`src/rtl/pll_pkg.sv`:
```
//------------------------------------------------------------------------------
// pll_pkg : shared widths, clamp limits and dither LFSR constants for the DCO.
// Rev 1.0
//------------------------------------------------------------------------------
`default_nettype none

package pll_pkg;

    localparam int ACC_W = 24;
    localparam int DAC_W = 20;
    localparam int DIV_W = 8;

    localparam logic [DAC_W-1:0] DAC_MID = {1'b1, {(DAC_W-1){1'b0}}};
    localparam logic [ACC_W-1:0] FCW_MIN = {{(ACC_W-1){1'b0}}, 1'b1};
    localparam logic [ACC_W-1:0] FCW_MAX = {1'b0, {(ACC_W-1){1'b1}}};

    // x^16 + x^14 + x^13 + x^11 + 1 as right-shifting Fibonacci taps (bits 0,2,3,5)
    localparam int          LFSR_W    = 16;
    localparam logic [15:0] LFSR_SEED = 16'hACE1;
    localparam logic [15:0] LFSR_TAPS = 16'h002D;

    function automatic logic [15:0] lfsr_step(input logic [15:0] s);
        return {^(s & LFSR_TAPS), s[15:1]};
    endfunction

endpackage

`default_nettype wire

```
`src/rtl/fb_divider.sv`:
```
//------------------------------------------------------------------------------
// fb_divider : divide-by-N of the DCO edge tick; N reloads only at terminal count.
// Rev 1.0
//------------------------------------------------------------------------------
`default_nettype none

module fb_divider #(
    parameter int DIV_W   = 8,
    parameter int DIV_RST = 8
) (
    input  logic             clk,
    input  logic             rst,
    input  logic             enable,
    input  logic             tick,
    input  logic [DIV_W-1:0] div_n,
    output logic             fdiv
);
    import pll_pkg::*;

    localparam logic [DIV_W-1:0] N_RST = (DIV_RST < 2) ? DIV_W'(2) : DIV_W'(DIV_RST);

    function automatic logic [DIV_W-1:0] at_least_two(input logic [DIV_W-1:0] n);
        return (n < DIV_W'(2)) ? DIV_W'(2) : n;
    endfunction

    logic [DIV_W-1:0] cnt_q;
    logic [DIV_W-1:0] cnt_d;
    logic [DIV_W-1:0] n_q;
    logic [DIV_W-1:0] n_d;
    logic             fdiv_q;
    logic             fdiv_d;

    always_comb begin
        cnt_d = cnt_q + DIV_W'(1);
        n_d   = n_q;
        if (cnt_q == n_q - DIV_W'(1)) begin
            cnt_d = '0;
            n_d   = at_least_two(div_n);
        end
        // High for counts 0..floor(N/2)-1, so odd N gets the shorter high phase
        fdiv_d = (cnt_d < (n_d >> 1));
    end

    always_ff @(posedge clk) begin
        if (rst) begin
            cnt_q  <= N_RST - DIV_W'(1);
            n_q    <= N_RST;
            fdiv_q <= 1'b0;
        end else if (enable && tick) begin
            cnt_q  <= cnt_d;
            n_q    <= n_d;
            fdiv_q <= fdiv_d;
        end
    end

    assign fdiv = fdiv_q;

endmodule

`default_nettype wire

```
`src/rtl/dco_fdiv_gen.sv`:
```
//------------------------------------------------------------------------------
// dco_fdiv_gen : phase-accumulator DCO steered by the loop-filter word, feeding
// the feedback divider. Define DCO_DITHER_EN to add LFSR LSB dither to the step.
// Rev 1.0
//------------------------------------------------------------------------------
`default_nettype none

module dco_fdiv_gen #(
    parameter int               ACC_W      = 24,
    parameter int               DAC_W      = 20,
    parameter logic [ACC_W-1:0] BASE_FCW   = 24'h100000,
    parameter int               GAIN_SHIFT = 4,
    parameter int               DIV_W      = 8,
    parameter int               DIV_RST    = 8
) (
    input  logic             clk,
    input  logic             rst,
    input  logic             enable,
    input  logic [DAC_W-1:0] dac,
    input  logic [DIV_W-1:0] div_n,
    output logic [ACC_W-1:0] fcw_out,
    output logic             dco_out,
    output logic             fdiv
);
    import pll_pkg::*;

    // Two guard bits keep base + offset from overflowing before the clamp
    localparam int               SUM_W  = ACC_W + 2;
    localparam logic [ACC_W-1:0] FCW_LO = {{(ACC_W-1){1'b0}}, 1'b1};
    localparam logic [ACC_W-1:0] FCW_HI = {1'b0, {(ACC_W-1){1'b1}}};

    logic signed [DAC_W-1:0] offset_raw;
    logic signed [DAC_W-1:0] offset_gain;
    logic        [SUM_W-1:0] offset_ext;
    logic        [SUM_W-1:0] fcw_sum;
    logic        [ACC_W-1:0] fcw_d;
    logic        [ACC_W-1:0] fcw_q;
    logic        [ACC_W-1:0] acc_d;
    logic        [ACC_W-1:0] acc_q;
    logic                    dco_q;
    logic                    dco_rise;

    assign offset_raw  = $signed({~dac[DAC_W-1], dac[DAC_W-2:0]});
    assign offset_gain = offset_raw >>> GAIN_SHIFT;
    assign offset_ext  = {{(SUM_W-DAC_W){offset_gain[DAC_W-1]}}, offset_gain};
    assign fcw_sum     = {2'b00, BASE_FCW} + offset_ext;

    // Cap below half scale so each accumulator wrap yields exactly one MSB edge
    always_comb begin
        fcw_d = fcw_sum[ACC_W-1:0];
        if (fcw_sum[SUM_W-1] || (fcw_sum == '0)) begin
            fcw_d = FCW_LO;
        end else if (fcw_sum[SUM_W-2:ACC_W-1] != '0) begin
            fcw_d = FCW_HI;
        end
    end

`ifdef DCO_DITHER_EN
    logic [LFSR_W-1:0] lfsr_q;

    assign acc_d = acc_q + fcw_q + {{(ACC_W-1){1'b0}}, lfsr_q[0]};

    always_ff @(posedge clk) begin
        if (rst) begin
            lfsr_q <= LFSR_SEED;
        end else if (enable) begin
            lfsr_q <= lfsr_step(lfsr_q);
        end
    end
`else
    assign acc_d = acc_q + fcw_q;
`endif

    assign dco_rise = enable & ~dco_q & acc_d[ACC_W-1];

    always_ff @(posedge clk) begin
        if (rst) begin
            acc_q <= '0;
            fcw_q <= BASE_FCW;
            dco_q <= 1'b0;
        end else if (enable) begin
            acc_q <= acc_d;
            fcw_q <= fcw_d;
            dco_q <= acc_d[ACC_W-1];
        end
    end

    fb_divider #(
        .DIV_W   (DIV_W),
        .DIV_RST (DIV_RST)
    ) u_fb_divider (
        .clk    (clk),
        .rst    (rst),
        .enable (enable),
        .tick   (dco_rise),
        .div_n  (div_n),
        .fdiv   (fdiv)
    );

    assign fcw_out = fcw_q;
    assign dco_out = dco_q;

endmodule

`default_nettype wire

```
`config.mk`:
```
export PLATFORM = sky130hd
export DESIGN_NAME = dco_fdiv_gen
export DESIGN_NICKNAME = d
export VERILOG_FILES = /design/src/rtl/pll_pkg.sv /design/src/rtl/fb_divider.sv /design/src/rtl/dco_fdiv_gen.sv
export SDC_FILE = /design/constraint.sdc
export NUM_CORES = 1
export LEC_CHECK = 0
export BUFFER_PORTS_ARGS = -buffer_cell sky130_fd_sc_hd__buf_4
export CAP_MARGIN = 5
export CORE_MARGIN = 2
export CORE_UTILIZATION = 40
export CTS_BUF_LIST = sky130_fd_sc_hd__clkbuf_4 sky130_fd_sc_hd__clkbuf_8
export DETAILED_ROUTE_END_ITERATION = 8
export HOLD_SLACK_MARGIN = 0.12
export PLACE_DENSITY_LB_ADDON = 0.08
export SYNTH_ARGS = -nofsm -noshare
export SYNTH_HDL_FRONTEND = slang
export SYNTH_SLANG_ARGS = --single-unit
```
`constraint.sdc`:
```
create_clock -name clk -period 2.8 [get_ports clk]
set_input_delay 0.28 -clock clk [delete_from_list [all_inputs] [get_ports clk]]
set_output_delay 0.28 -clock clk [all_outputs]
set_load 0.02 [all_outputs]
```
# Word level (Yosys, flattened, before mapping)
# Index checks and enable logic that the tools add are counted.
# totals
register_bits,66
elab_cells,28
# op_classes
n_addsub,4
order_cmp,2
eq_ne,1
mux,5
n_bitwise,4
reduce_logical,5
# ops
cell,n
2-to-1 mux 24 bit,2
logical NOT 26 bit,1
adder 24 bit,1
2-to-1 mux 8 bit,3
"adder 22 x 16 -> 23 bit, first input constant",1
"adder 8 x 1 -> 8 bit, second input constant",1
equality test 8 bit,1
"< comparator 8 x 2 -> 1 bit, second input constant",1
< comparator 8 x 7 -> 1 bit,1
"subtractor 8 x 1 -> 8 bit, second input constant",1
bitwise AND 1 bit,2
NOT 1 bit,2
AND reduction 2 bit,1
nonzero test 2 bit,1
logical AND 1 bit,1
logical OR 1 bit,1

# Logic depth before layout (Yosys ltp)
# Gate-level depths: netlist (run 1).
# depth
word_depth,5
mapped_depth,13

# By module
# From an unflattened synthesis (run 1), not the netlist that was laid out.
# unflattened
hier_cells,485
area_unflattened_um2,4073.9
# by_module_without_submodules
mod,instances,cells_each,area_per_inst_um2
dco_fdiv_gen,1,322,2715.1
fb_divider,1,163,1358.8

# Least setup slack after synthesis (run 1)
# No wires, ideal clock.
# synth_timing
path_type,flip-flop to flip-flop
startpoint,reg u_fb_divider.n_q[0]
endpoint,"reg u_fb_divider.fdiv_q, in the netlist u_fb_divider.fdiv"
setup_time_ns,0.079
arrival_time_ns,2.930
t_required_ns,2.721
path_slack_ns,-0.209
path_stages_with_launch,14
period_less_slack_ns,3.009
cell_sequence,dfxtp_1 inv_1 ha_1 nor3b_1 mux2_2 o22ai_1 o221ai_2 buf_2 mux2i_1 ha_1 a21o_1 a211oi_1 a21boi_0 a211oi_2
# synth_via
elab_chain_len,4
# synth_lines
element,line_no,rtl
start: declaration,fb_divider.sv:28,logic [DIV_W-1:0] n_q;
start signal: assignment,fb_divider.sv:51,n_q <= n_d;
subtractor 8 x 1 -> 8 bit (*),fb_divider.sv:36,if (cnt_q == n_q - DIV_W'(1)) begin
equality test 8 bit (*),fb_divider.sv:36,
2-to-1 mux 8 bit,fb_divider.sv:36,
< comparator 8 x 7 -> 1 bit (*),fb_divider.sv:41,fdiv_d = (cnt_d < (n_d >> 1));
end signal: assignment,fb_divider.sv:52,fdiv_q <= fdiv_d;
end: declaration,fb_divider.sv:30,logic fdiv_q;
# Every way passes the cells marked *; elsewhere a longest branch is shown, timed or not.
# A chain may end at the register's enable or synchronous reset.

# Final worst setup path (run 1)
# Ends and elaborated chain as after synthesis.

==> summary.json, run 1 <==
{
  "status": {
    "outcome": "complete, but fails checks",
    "violated_checks": "negative setup slack"
  },
  "worst_setup_path": {
    "critical_path.most_common_cell": "sky130_fd_sc_hd__buf_6",
    "critical-path-slowest-cell": "sky130_fd_sc_hd__dfxtp_2",
    "cp_top_family": "compound AO/OA/AOI/OAI gates",
    "crit_path_cell_trace": "inv_2 > ha_4 > nor3b_4 > buf_6 > nand2_2 > nor4_4 > o221ai_4 > buf_6 > buf_6 > mux2i_2 > ha_2 > a21o_1 > a211oi_2 > a21boi_1 > a211oi_2",
    "timing.reg2reg.setup_slack_ns": -0.008,
    "crit_path_end_kind": "register",
    "crit_fanout": 7,
    "category_of_the_critical_setup_timing_path": "register to register",
    "cp.arrival_ns": 3.06,
    "worstSetupStartpointType": "register",
    "cp.buffers_inverters": 4,
    "required_ns": 3.05,
    "crit_path_max_incr_delay_ns": 0.32
  },
  "placed_design": {
    "place_congestion": 0.857,
    "detailedPlace.worstSlack_ns": -0.160,
    "port_buffers": 49,
    "place.detailed.hpwl_um": 6410
  },
  "power_and_ir_drop": {
    "intPower_mw": 1.58,
    "pwr-share-comb_pct": 18.7,
    "vdd.ir_drop.worst_uv": 275,
    "pwr-share-seq_pct": 41.4,
    "leakagePower_nw": 2.21,
    "power_per_cell_area_nw_per_um2": 421,
    "netSwitchingFraction_pct": 26.7,
    "netSwitchingPower_uw": 575,
    "power.clock.fraction_pct": 39.9
  },
  "logic_synthesis": {
    "ys.flop_type": "sky130_fd_sc_hd__dfxtp_1",
    "yosys.cell_count.top_type": "sky130_fd_sc_hd__dfxtp_1",
    "synth_edf_count": 0,
    "postSynthAreaPerCell_um2": 8.56,
    "ys_types": 59,
    "synth.yosys.warnings": 0,
    "synth_area_leaders": "sky130_fd_sc_hd__dfxtp_1, sky130_fd_sc_hd__mux2i_1, sky130_fd_sc_hd__ha_1, sky130_fd_sc_hd__xnor2_1, sky130_fd_sc_hd__nor2_1",
    "seq_area_frac_synth_pct": 30.2,
    "proportion_of_netlist_area_held_by_the_largest_area_contributor_pct": 30.2,
    "synthesis.area_um2": 3840,
    "async_reset_ff_share_pct": 0,
    "synth_top_area_cell": "sky130_fd_sc_hd__dfxtp_1",
    "synth-seq-cells": 58,
    "post_synth_inst_count": 449,
    "yosys-top-cells-count": "sky130_fd_sc_hd__dfxtp_1, sky130_fd_sc_hd__nor2_1, sky130_fd_sc_hd__mux2i_1"
  },
  "timing": {
    "slew-limit-headroom_pct": 61.0,
    "hold_violations": 0,
    "fin_worst_skew_ns": 0.0100,
    "maxClockFrequency_ghz": 0.356,
    "final_critical_path_setup_slack_ns": -0.00798,
    "finalCritPeriodShare_pct": 100,
    "drv_slew": 0,
    "fin_crit_ns": 2.81,
    "accumulated_negative_setup_slack_ns": -0.00798,
    "setup_violations": 1,
    "rsz0062_at_grt": "true",
    "max_slew.worst_pin.slew_ns": 0.585
  },
  "routing": {
    "top_layer_used": "met4",
    "drt-wirelength-per-cell_um": 14.6,
    "met1_routed_length_um": 4540,
    "route.detailed.vias_per_inst": 5.25,
    "initialDrtViolationCount": 86,
    "routed_wl_um": 9640,
    "wl_met2_um": 4570,
    "detail_route.drc_violations": 0,
    "drtAntennaViolNets": 0,
    "drt-pass1-iter-count": 5,
    "count_of_vias_placed_by_the_detailed_router": 3465,
    "met3RoutedLength_um": 430
  },
  "cells_and_area": {
    "layout-drive-gt1-share_pct": 29.0,
    "final.fill_count": 866,
    "number_of_inserted_diodes": 0,
    "num-nets-final": 588,
    "areaGrowthSynthToFinish_pct": 33.2
  },
  "global_route": {
    "antenna_found_initial": 0,
    "grt_start_max_net_pins": 51,
    "grt.overflow.total": 0,
    "first_global_vias": 3356,
    "grt_usage_pct": 18.6,
    "grt_first_pass_wirelength_um": 15600
  },
  "clocking": {
    "clock-sinks": 58,
    "cell_at_the_root_of_the_clock_tree": "sky130_fd_sc_hd__clkbuf_8",
    "cts_inserted_buffers": 9,
    "cts.clk_slew.worst_paths_ns": 0.07,
    "cts_tree": "done",
    "htree_levels": 3,
    "clk_path_buf_depth": 2,
    "latest_clock_arrival_within_the_worst_skew_pair_ns": 0.33
  },
  "floorplan": {
    "initial_utilization_pct": 41.4,
    "floorplan.io_pins": 57,
    "dieWidth_um": 102,
    "die_area_um2": 10400,
    "die_outline_height_um": 102,
    "fp.coreArea_um2": 9280,
    "rows": 35
  },
  "flow_run": {
    "cap_violations": 0
  },
  "min_path": {
    "hold_path.class": "primary input to register"
  }
}
==> repair_timing <==
action,in CTS,in global routing
hold endpoints to repair,0,0
hold buffers,0,0
setup endpoints to repair,1,9
pin swaps,9,17
resized for setup,20,28
cloned,0,1
setup buffers,3,7
==> state kept, by name, indices dropped and copies added, names as in the netlist <==
register / cells
fcw_out: 17
acc_q: 24
u_fb_divider.n_q: 8
u_fb_divider.cnt_q: 8
u_fb_divider.fdiv: 1
==> worst paths after layout <==
check | from | end | cells past startpoint
max reg2reg | u_fb_divider.n_q[0]$_SDFFE_PP0P_ | u_fb_divider.fdiv$_SDFFE_PP0P_ | 15
max | u_fb_divider.n_q[0]$_SDFFE_PP0P_ | u_fb_divider.fdiv$_SDFFE_PP0P_ | 15
min reg2reg | acc_q[18]$_SDFFE_PP0P_ | acc_q[18]$_SDFFE_PP0P_ | 2
min | dac[16] | fcw_out[12]$_SDFFE_PP0P_ | 3
==> power groups by stage <==
| stage | Combinational, mW | Clock [mW] | Sequential (mW) |
|---|---|---|---|
| 2_1_floorplan | 0.244 | 0 | 0.922 |
| 3_3_place_gp | 0.376 | 0 | 0.908 |
| 3_5_place_dp | 0.382 | 0 | 0.909 |
| 4_1_cts | 0.388 | 0.896 | 0.891 |
| 5_1_grt | 0.447 | 0.926 | 0.898 |
| 6_report | 0.403 | 0.861 | 0.893 |
==> through the flow <==
| step | hold slack, ns | total power, mW | instances | area, um2 | utilization, % |
|---|---|---|---|---|---|
| 2_1_floorplan | 0.426 | 1.17 | 451 | 3870 | - |
| 3_3_place_gp | 0.445 | 1.28 | 635 | 4510 | 48.6 |
| 3_5_place_dp | 0.453 | 1.29 | 635 | 4510 | 48.6 |
| 4_1_cts | 0.165 | 2.17 | 653 | 4850 | 52.3 |
| 5_1_grt | 0.169 | 2.27 | 660 | 5120 | 55.1 |
| 6_report | 0.179 | 2.16 | 660 | 5120 | 55.1 |
==> cell families (layout without fill, tap and decap cells) <==
family | Yosys count | count (layout) | share of synthesized area, %
buffers and inverters | 40 | 120 | 5.11
AO/OA/AOI/OAI | 102 | 102 | 18.5
AND/OR/NAND/NOR | 145 | 145 | 18.1
adder cells (fa/ha/maj) | 30 | 30 | 9.96
multiplexers | 42 | 42 | 11.0
XOR/XNOR | 31 | 31 | 7.07
flip-flops | 58 | 58 | 30.2
other | 1 | 3 | 0.0976
==> placed cells by master (no fill, tap or decap), types with 4 or more instances in the layout <==
master / netlist / final
sky130_fd_sc_hd__inv_1: 11 / 9
sky130_fd_sc_hd__o21a_1: 4 / 4
sky130_fd_sc_hd__nand2_1: 32 / 31
sky130_fd_sc_hd__nor3_1: 7 / 7
sky130_fd_sc_hd__xnor2_1: 25 / 24
sky130_fd_sc_hd__nor2b_1: 5 / 5
sky130_fd_sc_hd__ha_1: 29 / 18
sky130_fd_sc_hd__xor2_1: 6 / 6
sky130_fd_sc_hd__buf_4: 7 / 85
sky130_fd_sc_hd__a211oi_1: 9 / 8
sky130_fd_sc_hd__and2_1: 7 / 7
sky130_fd_sc_hd__ha_2: 0 / 4
sky130_fd_sc_hd__or2_2: 4 / 4
sky130_fd_sc_hd__mux2i_4: 0 / 4
sky130_fd_sc_hd__a21oi_1: 33 / 32
sky130_fd_sc_hd__ha_4: 0 / 7
sky130_fd_sc_hd__mux2i_1: 40 / 35
sky130_fd_sc_hd__clkbuf_8: 0 / 14
sky130_fd_sc_hd__nand3_1: 13 / 13
sky130_fd_sc_hd__o21ai_0: 14 / 13
sky130_fd_sc_hd__nor2_1: 50 / 50
sky130_fd_sc_hd__buf_6: 2 / 5
sky130_fd_sc_hd__and3_1: 5 / 5
sky130_fd_sc_hd__dfxtp_1: 58 / 55
sky130_fd_sc_hd__a21o_1: 11 / 11
==> worst min-delay path, cell delays in order <==
cell and delay (ns):
sky130_fd_sc_hd__buf_4 0.08, sky130_fd_sc_hd__mux2i_1 0.05, sky130_fd_sc_hd__nor2_1 0.07
==> routing by layer <==
metal	up-vias	global-route usage, %
li1	1760	-
met1	1634	24.3
met2	65	30.1
met3	6	4.72
met4	0	6.05
met5	-	0
==> area by class of cell <==
cell class              count  area, um2  area share [%]
multi-input cells         353       2770            54.0
flip-flops and latches     58       1160            22.8
repair buffers             93        759            14.8
clock buffers              14        193            3.76
well taps                 129        161            3.15
inverters                  12       45.0           0.880
clock inverters             1       30.0           0.587
(Power assumes the default switching activity.)
==> run 2, diff against run 1 <==
Settings changed: SYNTH_HIERARCHICAL set to 1.
==> run 2 against run 1 <==
Hold slack got worse by 0.015 ns; die area increased by 5.8%; utilization decreased by 2.5 points; first-iteration DRC count increased by 84%; synthesized area increased by 6.0%; design area increased by 0.88%; global-route usage increased by 1.6 points; the flow now finishes without violations; wire length increased by 10%; cell count increased by 5.6%; largest cell class unchanged; non-clock buffer count decreased by 2.
==> summary.json, run 2 <==
{
  "logic_synthesis": {
    "synth-seq-cells": {"value": 58, "change": "unchanged"},
    "synth_edf_count": {"value": 0, "change": "unchanged"},
    "proportion_of_netlist_area_held_by_the_largest_area_contributor": {"value": 28.5, "unit": "%", "change": "was 30.2%"},
    "yosys.cell_count.top_type": {"value": "sky130_fd_sc_hd__dfxtp_1", "change": "unchanged"},
    "ys_types": {"value": 74, "change": "was 59"},
    "ys.flop_type": {"value": "sky130_fd_sc_hd__dfxtp_1", "change": "unchanged"},
    "synth.yosys.warnings": {"value": 6, "change": "was 0"},
    "post_synth_inst_count": {"value": 485, "change": "was 449"},
    "yosys-top-cells-count": {"value": "sky130_fd_sc_hd__dfxtp_1, sky130_fd_sc_hd__nor2_1, sky130_fd_sc_hd__nand2_1", "change": "was sky130_fd_sc_hd__dfxtp_1, sky130_fd_sc_hd__nor2_1, sky130_fd_sc_hd__mux2i_1"},
    "seq_area_frac_synth": {"value": 28.5, "unit": "%", "change": "was 30.2%"},
    "synth_compound_gate_area_share": {"value": 20.8, "unit": "%", "change": "was 18.5%"},
    "synth_xor_area_share": {"value": 4.94, "unit": "%", "change": "was 7.07%"},
    "synth_top_area_cell": {"value": "sky130_fd_sc_hd__dfxtp_1", "change": "unchanged"},
    "synth_top_family_by_area": {"value": "simple AND/OR/NAND/NOR gates", "change": "was compound AO/OA/AOI/OAI gates"},
    "synth_area_leaders": {"value": "sky130_fd_sc_hd__dfxtp_1, sky130_fd_sc_hd__ha_1, sky130_fd_sc_hd__mux2i_1, sky130_fd_sc_hd__nor2_1, sky130_fd_sc_hd__xnor2_1", "change": "was sky130_fd_sc_hd__dfxtp_1, sky130_fd_sc_hd__mux2i_1, sky130_fd_sc_hd__ha_1, sky130_fd_sc_hd__xnor2_1, sky130_fd_sc_hd__nor2_1"},
    "postSynthAreaPerCell": {"value": 8.40, "unit": "um2", "change": "was 8.56 um2"},
    "async_reset_ff_share": {"value": 0, "unit": "%", "change": "unchanged"},
    "synthesis.area": {"value": 4070, "unit": "um2", "change": "was 3840 um2"},
    "area_share_of_fa_ha_maj_cells_after_synthesis": {"value": 9.40, "unit": "%", "change": "was 9.96%"},
    "yosys-mux-area-fraction": {"value": 8.72, "unit": "%", "change": "was 11.0%"},
    "synth_simple_gate_area_share": {"value": 22.8, "unit": "%", "change": "was 18.1%"}
  },
  "placed_design": {
    "place_congestion": {"value": 0.860, "change": "was 0.857"},
    "port_buffers": {"value": 49, "change": "unchanged"},
    "place.detailed.hpwl": {"value": 7870, "unit": "um", "change": "was 6410 um"},
    "dpl_cell_area": {"value": 4870, "unit": "um2", "change": "was 4510 um2"}
  },
  "cells_and_area": {
    "mostFrequentLayoutCell": {"value": "sky130_fd_sc_hd__buf_4", "change": "unchanged"},
    "largest_register_ff_count": {"value": 24, "change": "unchanged"},
    "regMostFlops": {"value": "acc_q", "change": "unchanged"},
    "num-nets-final": {"value": 621, "change": "was 588"},
    "layout.cells.most_common_list": {"value": "sky130_fd_sc_hd__buf_4, sky130_fd_sc_hd__dfxtp_1, sky130_fd_sc_hd__nor2_1, sky130_fd_sc_hd__nand2_1, sky130_fd_sc_hd__mux2i_1", "change": "was sky130_fd_sc_hd__buf_4, sky130_fd_sc_hd__dfxtp_1, sky130_fd_sc_hd__nor2_1, sky130_fd_sc_hd__mux2i_1, sky130_fd_sc_hd__a21oi_1"},
    "layout-drive-gt1-share": {"value": 27.3, "unit": "%", "change": "was 29.0%"},
    "final.fill_count": {"value": 941, "change": "was 866"},
    "postLayoutCellArea": {"value": 5160, "unit": "um2", "change": "was 5120 um2"},
    "number_of_inserted_diodes": {"value": 0, "change": "unchanged"},
    "areaGrowthSynthToFinish": {"value": 26.8, "unit": "%", "change": "was 33.2%"}
  },
  "clocking": {
    "cell_at_the_root_of_the_clock_tree": {"value": "sky130_fd_sc_hd__clkbuf_8", "change": "unchanged"},
    "clock-sinks": {"value": 58, "change": "unchanged"},
    "latest_clock_arrival_within_the_worst_skew_pair": {"value": 0.35, "unit": "ns", "change": "was 0.33 ns"},
    "cts.clk_slew.worst_paths": {"value": 0.07, "unit": "ns", "change": "about the same"},
    "holdBufCountCts": {"value": 0, "change": "unchanged"},
    "cts_inserted_buffers": {"value": 9, "change": "unchanged"},
    "cts_tree": {"value": "done", "change": "unchanged"},
    "clk_path_buf_depth": {"value": 2, "change": "unchanged"},
    "htree_levels": {"value": 3, "change": "unchanged"}
  },
  "routing": {
    "initialDrtViolationCount": {"value": 158, "change": "was 86"},
    "drt-wirelength-per-cell": {"value": 15.2, "unit": "um", "change": "was 14.6 um"},
    "route.detailed.vias_per_inst": {"value": 5.50, "change": "was 5.25"},
    "drt-pass1-iter-count": {"value": 4, "change": "was 5"},
    "count_of_vias_placed_by_the_detailed_router": {"value": 3831, "change": "was 3465"},
    "detail_route.drc_violations": {"value": 0, "change": "unchanged"},
    "routed_wl": {"value": 10600, "unit": "um", "change": "was 9640 um"},
    "drtAntennaViolNets": {"value": 0, "change": "unchanged"}
  },
  "floorplan": {
    "dieWidth": {"value": 105, "unit": "um", "change": "was 102 um"},
    "initial_utilization": {"value": 41.5, "unit": "%", "change": "was 41.4%"},
    "fp.coreArea": {"value": 9820, "unit": "um2", "change": "was 9280 um2"},
    "rows": {"value": 36, "change": "was 35"},
    "die_area": {"value": 11000, "unit": "um2", "change": "was 10400 um2"},
    "die_outline_height": {"value": 105, "unit": "um", "change": "was 102 um"},
    "floorplan.io_pins": {"value": 57, "change": "unchanged"}
  },
  "global_route": {
    "antenna_found_initial": {"value": 0, "change": "unchanged"},
    "first_global_vias": {"value": 3777, "change": "was 3356"},
    "grt_first_pass_wirelength": {"value": 17900, "unit": "um", "change": "was 15600 um"},
    "grt.overflow.total": {"value": 0, "change": "unchanged"},
    "grt_usage": {"value": 20.2, "unit": "%", "change": "was 18.6%"},
    "grt_start_max_net_pins": {"value": 34, "change": "was 51"}
  },
  "worst_setup_path": {
    "crit_path_end_kind": {"value": "register", "change": "unchanged"},
    "worst-r2r-cell-count": {"value": 13, "change": "was 15"},
    "category_of_the_critical_setup_timing_path": {"value": "register to register", "change": "unchanged"},
    "crit_fanout": {"value": 6, "change": "was 7"},
    "worstSetupStartpointType": {"value": "register", "change": "unchanged"},
    "required": {"value": 3.08, "unit": "ns", "change": "was 3.05 ns"},
    "cp.arrival": {"value": 3.04, "unit": "ns", "change": "was 3.06 ns"},
    "crit_path_max_incr_delay": {"value": 0.38, "unit": "ns", "change": "was 0.32 ns"},
    "crit_path_cell_trace": {"value": "inv_2 > ha_4 > or3b_4 > a211oi_4 > nand4b_4 > nor3_4 > buf_6 > buf_4 > mux2i_1 > ha_1 > a211oi_2 > o21ai_1 > o21ai_1", "change": "was inv_2 > ha_4 > nor3b_4 > buf_6 > nand2_2 > nor4_4 > o221ai_4 > buf_6 > buf_6 > mux2i_2 > ha_2 > a21o_1 > a211oi_2 > a21boi_1 > a211oi_2"},
    "critical-path-slowest-cell": {"value": "sky130_fd_sc_hd__or3b_4", "change": "was sky130_fd_sc_hd__dfxtp_2"},
    "critical_path.most_common_cell": {"value": "sky130_fd_sc_hd__o21ai_1", "change": "was sky130_fd_sc_hd__buf_6"}
  },
  "power_and_ir_drop": {
    "power_per_cell_area": {"value": 438, "unit": "nW/um2", "change": "was 421 nW/um2"},
    "vdd.ir_drop.worst": {"value": 348, "unit": "uV", "change": "was 275 uV"},
    "leakagePower": {"value": 2.36, "unit": "nW", "change": "was 2.21 nW"},
    "fin_total_pwr": {"value": 2.26, "unit": "mW", "change": "was 2.16 mW"}
  },
  "timing": {
    "fin_crit": {"value": 2.76, "unit": "ns", "change": "was 2.81 ns"},
    "rsz0062_at_grt": {"value": "true", "change": "unchanged"},
    "max_slew.worst_pin.slew": {"value": 0.554, "unit": "ns", "change": "was 0.585 ns"},
    "drv_slew": {"value": 0, "change": "unchanged"},
    "finalCritPeriodShare": {"value": 98.6, "unit": "%", "change": "was 100%"},
    "slew-limit-headroom": {"value": 62.7, "unit": "%", "change": "was 61.0%"},
    "hold_violations": {"value": 0, "change": "unchanged"},
    "setup_violations": {"value": 0, "change": "was 1"},
    "fin_worst_skew": {"value": 0.00707, "unit": "ns", "change": "was 0.0100 ns"},
    "maxClockFrequency": {"value": 0.362, "unit": "GHz", "change": "was 0.356 GHz"}
  },
  "min_path": {
    "worst_hold_stages": {"value": 3, "change": "unchanged"},
    "hold_path.class": {"value": "primary input to register", "change": "unchanged"}
  },
  "status": {
    "outcome": {"value": "complete, no violations", "change": "was complete, but fails checks"}
  },
  "flow_run": {
    "cap_violations": {"value": 0, "change": "unchanged"}
  }
}
run 2: cell count changes in the layout (fill, tap and decap cells not counted), sizes merged, moves of 6 or more:
| cell | before | now |
|---|---|---|
| nor3 | 7 | 18 |
| mux2i | 40 | 34 |
| nand3 | 13 | 20 |
| xnor2 | 25 | 17 |
| o21ai | 15 | 21 |
| a21oi | 33 | 23 |
run 2: cell families (layout without fill, tap and decap cells):
| logic type | Yosys count | in the layout |
|---|---|---|
| AOI/OAI and AO/OA | 119 | 119 |
| xor gates and xnor gates | 23 | 23 |
| adders and majority gates | 30 | 30 |
| buffers and inverters | 41 | 118 |
| DFF | 58 | 58 |
| muxes | 35 | 35 |
| other | 1 | 3 |
| and+or+nand+nor | 178 | 178 |
run 2: power by group:
group	internal [mW]	total (mW)	switching, mW	leakage [nW]
logic	0.223	0.478	0.255	1.77
registers	0.873	0.915	0.0422	0.477
clock network	0.528	0.870	0.342	0.115
run 2: final timing paths:
| kind | start | slack, ns | endpoint |
|---|---|---|---|
| worst max-delay path | u_fb_divider/n_q[1]$_SDFFE_PP0P_ | 0.04 | u_fb_divider/fdiv$_SDFFE_PP0P_ |
| worst min-delay path | dac[13] | 0.16 | fcw_out[9]$_SDFFE_PP0P_ |
| worst max register to register | u_fb_divider/n_q[1]$_SDFFE_PP0P_ | 0.04 | u_fb_divider/fdiv$_SDFFE_PP0P_ |
| worst min register to register | acc_q[15]$_SDFFE_PP0P_ | 0.47 | acc_q[15]$_SDFFE_PP0P_ |
run 2: cell type report:
type	count	area (um2)	area share (%)
clock inverter	1	30.0	0.582
timing repair buffer	91	699	13.5
inverter	12	45.0	0.872
multi-input combinational	388	2860	55.4
tap	133	166	3.22
clock buffer	14	193	3.73
sequential	58	1170	22.7
run 2: routing by layer:
metal  part of all wire (%)  global-route usage (%)  vias to the layer above
met5                      0                       0                        -
met4                   0.96                    4.86                        0
met3                    3.5                    5.55                        8
met2                     48                    34.3                       56
met1                     48                    25.4                     1829
li1                       -                       -                     1938
run 2: critical path, delay by kind of cell (launching register included):
| family | cells | cell delay, ns |
|---|---|---|
| simple gates | 3 | 0.70 |
| compound gates | 4 | 0.70 |
| fa+ha+maj | 2 | 0.40 |
| buf+inv | 3 | 0.36 |
| flops | 1 | 0.33 |
| mux | 1 | 0.20 |
run 2: what timing repair did:
item                       CTS  global route
pin swaps                    4             2
setup buffers                1             1
setup endpoints to repair    1            10
gates resized for setup      4            11
run 2: through the flow:
| step | cells | TNS [ns] | setup slack, ns | util [%] | hold slack [ns] |
|---|---|---|---|---|---|
| 6_report | 697 | 0 | 0.0395 | 52.6 | 0.165 |
| 3_3_place_gp | 680 | -0.0704 | -0.0704 | 49.6 | 0.445 |
| 2_1_floorplan | 487 | -0.237 | -0.215 | - | 0.408 |
| 3_5_place_dp | 680 | -0.109 | -0.109 | 49.6 | 0.455 |
| 4_1_cts | 696 | 0 | 0.00133 | 52.1 | 0.149 |
| 5_1_grt | 697 | -0.126 | -0.126 | 52.6 | 0.143 |
